**src/rtl/sample_feeder.sv**
```systemverilog
// Input feeder for the polyphase resampler: a registered head word plus a small
// circular FIFO, with stream-order enforcement and underrun accounting.
module sample_feeder #(
    parameter int DWIDTH         = 16,
    parameter int DEPTH          = 16,
    parameter int DEPTH_LOG      = 4,
    parameter int NR_STREAMS     = 1024,
    parameter int NR_STREAMS_LOG = 10
) (
    input  logic                      clk,
    input  logic                      rst,
    input  logic                      wr_en,
    input  logic [DWIDTH-1:0]         wr_data,
    input  logic [NR_STREAMS_LOG-1:0] wr_stream,
    output logic                      full,
    input  logic                      req,
    output logic                      ack,
    output logic [DWIDTH-1:0]         data,
    output logic [NR_STREAMS_LOG-1:0] cur_stream,
    output logic [DEPTH_LOG:0]        level,
    output logic                      order_err,
    output logic [15:0]               underrun_cnt
);
    localparam int FDEPTH = DEPTH - 1;
    localparam logic [DEPTH_LOG-1:0] PTR_LAST = DEPTH_LOG'(FDEPTH - 1);

    logic [DWIDTH-1:0]         r_mem [FDEPTH];
    logic [DEPTH_LOG-1:0]      r_rd_ptr;
    logic [DEPTH_LOG-1:0]      r_wr_ptr;
    logic [DEPTH_LOG-1:0]      r_fifo_cnt;
    logic                      r_ack;
    logic [DWIDTH-1:0]         r_data;
    logic [NR_STREAMS_LOG-1:0] r_cur;
    logic [NR_STREAMS_LOG-1:0] r_exp;
    logic                      r_order_err;
    logic                      r_started;
    logic [15:0]               r_underrun;

    logic                      w_xfer;
    logic                      w_fifo_empty;
    logic                      w_full;
    logic                      w_wr_ok;
    logic                      w_bad_tag;
    logic                      w_bypass;
    logic                      w_push;
    logic                      w_pop;
    logic [DEPTH_LOG:0]        w_level;

    // Occupancy counts the head word too, so full only depends on registered state.
    assign w_level      = {1'b0, r_fifo_cnt} + {{DEPTH_LOG{1'b0}}, r_ack};
    assign w_full       = (w_level == (DEPTH_LOG+1)'(DEPTH));
    assign w_fifo_empty = (r_fifo_cnt == '0);
    assign w_xfer       = req && r_ack;
    assign w_wr_ok      = wr_en && !w_full && (wr_stream == r_exp);
    assign w_bad_tag    = wr_en && !w_full && (wr_stream != r_exp);
    assign w_bypass     = w_wr_ok && (!r_ack || (w_xfer && w_fifo_empty));
    assign w_push       = w_wr_ok && !w_bypass;
    assign w_pop        = w_xfer && !w_fifo_empty;

    always_ff @(posedge clk) begin
        if (!rst && w_push)
            r_mem[r_wr_ptr] <= wr_data;
    end

    always_ff @(posedge clk) begin
        if (rst) begin
            r_rd_ptr   <= '0;
            r_wr_ptr   <= '0;
            r_fifo_cnt <= '0;
        end else begin
            if (w_push)
                r_wr_ptr <= (r_wr_ptr == PTR_LAST) ? '0 : r_wr_ptr + 1'b1;
            if (w_pop)
                r_rd_ptr <= (r_rd_ptr == PTR_LAST) ? '0 : r_rd_ptr + 1'b1;
            if (w_push && !w_pop)
                r_fifo_cnt <= r_fifo_cnt + 1'b1;
            else if (w_pop && !w_push)
                r_fifo_cnt <= r_fifo_cnt - 1'b1;
        end
    end

    // Head refill: FIFO front first, then a bypassed write; otherwise the head drains.
    always_ff @(posedge clk) begin
        if (rst) begin
            r_ack  <= 1'b0;
            r_data <= '0;
            r_cur  <= '0;
        end else begin
            if (w_pop) begin
                r_data <= r_mem[r_rd_ptr];
                r_ack  <= 1'b1;
            end else if (w_bypass) begin
                r_data <= wr_data;
                r_ack  <= 1'b1;
            end else if (w_xfer) begin
                r_ack  <= 1'b0;
            end
            if (w_xfer)
                r_cur <= r_cur + 1'b1;
        end
    end

    always_ff @(posedge clk) begin
        if (rst) begin
            r_exp       <= '0;
            r_order_err <= 1'b0;
            r_started   <= 1'b0;
            r_underrun  <= '0;
        end else begin
            if (w_wr_ok)
                r_exp <= r_exp + 1'b1;
            if (w_bad_tag)
                r_order_err <= 1'b1;
            if (w_xfer)
                r_started <= 1'b1;
            if (r_started && req && !r_ack && (r_underrun != 16'hFFFF))
                r_underrun <= r_underrun + 1'b1;
        end
    end

    assign full         = w_full;
    assign ack          = r_ack;
    assign data         = r_data;
    assign cur_stream   = r_cur;
    assign level        = w_level;
    assign order_err    = r_order_err;
    assign underrun_cnt = r_underrun;
endmodule
```
**config.mk**
```make
export PLATFORM = sky130hd
export DESIGN_NAME = sample_feeder
export DESIGN_NICKNAME = d
export VERILOG_FILES = /design/src/rtl/sample_feeder.sv
export SDC_FILE = /design/constraint.sdc
export NUM_CORES = 1
export LEC_CHECK = 0
export ABC_AREA = 0
export CORE_ASPECT_RATIO = 0.9
export CORE_MARGIN = 2
export CORE_UTILIZATION = 40
export DETAILED_ROUTE_END_ITERATION = 8
export GPL_TIMING_DRIVEN = 1
export HOLD_SLACK_MARGIN = 0.05
export PLACE_DENSITY_LB_ADDON = 0.05
export SLEW_MARGIN = 20
export SYNTH_ARGS = -nofsm -noshare
export SYNTH_HDL_FRONTEND = slang
export SYNTH_SLANG_ARGS = --single-unit
```
**constraint.sdc**
```tcl
create_clock -name clk -period 4 [get_ports clk]
set_input_delay 0.8 -clock clk [delete_from_list [all_inputs] [get_ports clk]]
set_output_delay 0.8 -clock clk [all_outputs]
set_load 0.01 [all_outputs]
```
==> impl_metrics.ini <==
[status]
status = finished, final reports clean

[worst_setup_path]
path_max_fanout = 3
crit_type = input port to flip-flop
critPathLaunch = wr_stream[9]
cp-endpoint = r_fifo_cnt[3]
cp-end-kind = flip-flop
timing.reg2reg.setup_slack_ns = 0.70
cpPeakStageDelay_ns = 0.58
crit_slowest_cell = or4_1
regToRegEndpoint = r_fifo_cnt[3]
worstPathCellList = clkdlybuf4s50_1 -> xnor2_1 -> nand4_1 -> or4_1 -> nor2_1 -> ha_1 -> inv_1 -> ha_1 -> a21o_1 -> a21oi_1 -> xnor2_1 -> or3_1 -> a21oi_1
start_kind = input port
worst_ep_required_time_ns = 4.43
reg2regPathDepth = 14
r2r_start = r_fifo_cnt[0]
arrival_ns = 3.77

[pwr]
swShare_pct = 19.9
pwr_density_cell_nw_per_um2 = 436
seqPwrFrac_pct = 52.6
clockPowerShare_pct = 45.8
pwr-share-comb_pct = 1.5
fin_total_pwr_mw = 6.60
p_int_mw = 5.29
p_sw_mw = 1.32
ir_worst_vdd_uv = 257
p_leak_nw = 4.68

[yosys]
yosys.area.top_type = edfxtp_1
ys_top_cells_by_count = 240 x edfxtp_1, 71 x dfxtp_1, 54 x nor2_1, 48 x mux4_2, 39 x nand2_1
synth_cell_types = 57
synthArstFlopShare_pct = 0
synth_top_area_share_pct = 57.0
ys_seq_elements = 311
synthFlopType = edfxtp_1
synthCells = 827
ys_warn_count = 0
synthTopCellsByArea = edfxtp_1 57%, dfxtp_1 11%, mux4_2 8.6%
syn_area_per_cell_um2 = 15.3
synth-edff-count = 240
syn_nets = 866
synth_most_common_cell = edfxtp_1
ys_seq_area_share_pct = 68.2
netlist_area_um2 = 12600

[floorplanning]
core_area_um2 = 31000
die-height_um = 173
dieArea_um2 = 33000
num_rows = 61
ios = 80
die_w_um = 191
start_util_pct = 40.8

[cts]
cts_hold_buf = 0
cts_resized = 0
cts.path.max_buffers = 3
clockRootBuffer = clkbuf_16
cts_tree = built
clk_latency_ns = 0.50
cts_buffers = 35
cts_num_sinks = 311
post-cts-setup-buffer-count = 0
cts.reportedPaths.clkPinSlew_ns = 0.06
cts_htree_levels = 2

[job]
cap_violations = 0

[finish]
layout.cells.non_filler = 1368
drive_gt1_share_pct = 17.3
fin_nets = 973
area.growth.synth_to_final_pct = 19.8
diodes = 0

[global_routing]
track_usage_pct = 19.0
antenna_found_initial = 0
grt_pass1_vias = 7857
grt_pass1_wl_um = 47400
grt_max_degree = 57
grt_remaining_overflow = 0

[place]
dp_hpwl_um = 18900
dp_cells = 1306
portBuffers = 79
place.gp.congestion = 0.799

[route]
wl_per_cell_um = 22.6
num_vias = 7593
wl_met1_um = 13900
postRouteAntennaNets = 0
vias_per_cell = 5.55
route.detailed.drc = 0
met2_length_um = 14500
top_layer_used = met4
drt_wl_total_um = 30900
drt_iter0_drc = 625
wl_met3_um = 1650
first_pass_iters = 5

[sta]
worst_slew_pin_slew_ns = 0.916
finalClockSkew_ns = 0.00911
min_period_ns = 3.33
fin_crit_sh_pct = 83.3
setup_viol = 0
hold_violations = 0
slew_headroom_pct = 38.8
drv_slew = 0
max_freq_ghz = 0.300
hold_ws_ns = 0.475
finalSetupTns_ns = 0
rsz0062_at_grt = no

[worst_hold_path]
whs_path_depth = 1
hold_path_class = flip-flop to flip-flop
## final cells by class
class	count	area, um2
clock buffer	43	926
clock inverter	19	151
fill	2692	15800
inverter	11	41.3
multi-input combinational	459	3790
sequential	311	8630
tap	409	512
timing repair buffer	116	1090
## power by group through the flow
stage	clock, mW	sequential, mW	combinational, mW
finish	3.03	3.47	0.101
global route	3.24	3.47	0.111
CTS	3.10	3.47	0.103
detailed placement	0	3.54	0.102
global placement	0	3.54	0.0982
floorplan	0	3.54	0.0251
## critical path: cells and delay by family
| family | cells | cell delay [ns] |
|---|---|---|
| adders and majority gates | 2 | 0.48 |
| buffers and inverters | 2 | 0.52 |
| AOI/OAI and AO/OA | 3 | 0.48 |
| xor gates and xnor gates | 2 | 0.31 |
| and+or+nand+nor | 4 | 1.17 |
## routing by layer
layer	vias to the layer above	track usage [%]
met3	54	2.98
met4	0	6.38
met1	3836	26.6
met2	233	30.2
met5	-	0
li1	3470	-
## cells by family (layout without fill, tap and decap cells)
| group | Yosys count | after routing | synth area share [%] |
|---|---|---|---|
| AOI/OAI and AO/OA | 141 | 141 | 7.36 |
| xor gates and xnor gates | 40 | 40 | 2.83 |
| adders and majority gates | 9 | 9 | 0.950 |
| buffers and inverters | 57 | 189 | 1.92 |
| DFF | 311 | 311 | 68.2 |
| muxes | 71 | 71 | 10.5 |
| and+or+nand+nor | 198 | 198 | 8.18 |
## cell usage in the layout (no fill, tap or decap), drive strengths merged, types with 9 or more instances in the layout
master	synthesis	routed
a21oi	28	28
a31oi	19	19
buf	16	38
clkbuf	30	43
clkdlybuf4s50	0	78
clkinv	1	14
dfxtp	71	71
edfxtp	240	240
inv	10	11
mux2	14	14
mux2i	9	9
mux4	48	48
nand2	39	39
nand2b	21	21
nand3	22	22
nand4	11	11
nor2	55	55
o211ai	25	25
o21ai	21	21
o22ai	12	12
or4	9	9
xnor2	32	32
## through the flow
step | setup slack [ns] | utilization [%] | cell area, um2
floorplan | 0.429 | - | 12600
global placement | 0.210 | 45.4 | 14100
detailed placement | 0.171 | 45.4 | 14100
CTS | 0.678 | 48.9 | 15100
global route | 0.471 | 48.9 | 15100
finish | 0.670 | 48.9 | 15100
## how the worst min path moves through the flow
stage                    from        end  slack [ns]
global route          data[9]    data[9]        0.48
floorplan           r_started  r_started        0.46
finish                data[3]    data[3]        0.47
detailed placement    data[8]    data[8]        0.45
CTS                   data[8]    data[8]        0.47
global placement     data[14]   data[14]        0.45
## sequential cells by signal, indices dropped and copies added (netlist names), 4 cells and up, named ones only
name          count
r_mem           240
r_exp            10
cur_stream       10
r_rd_ptr          4
underrun_cnt     16
r_wr_ptr          4
data             16
r_fifo_cnt        4
No activity file was read; power rests on OpenSTA's default activity.
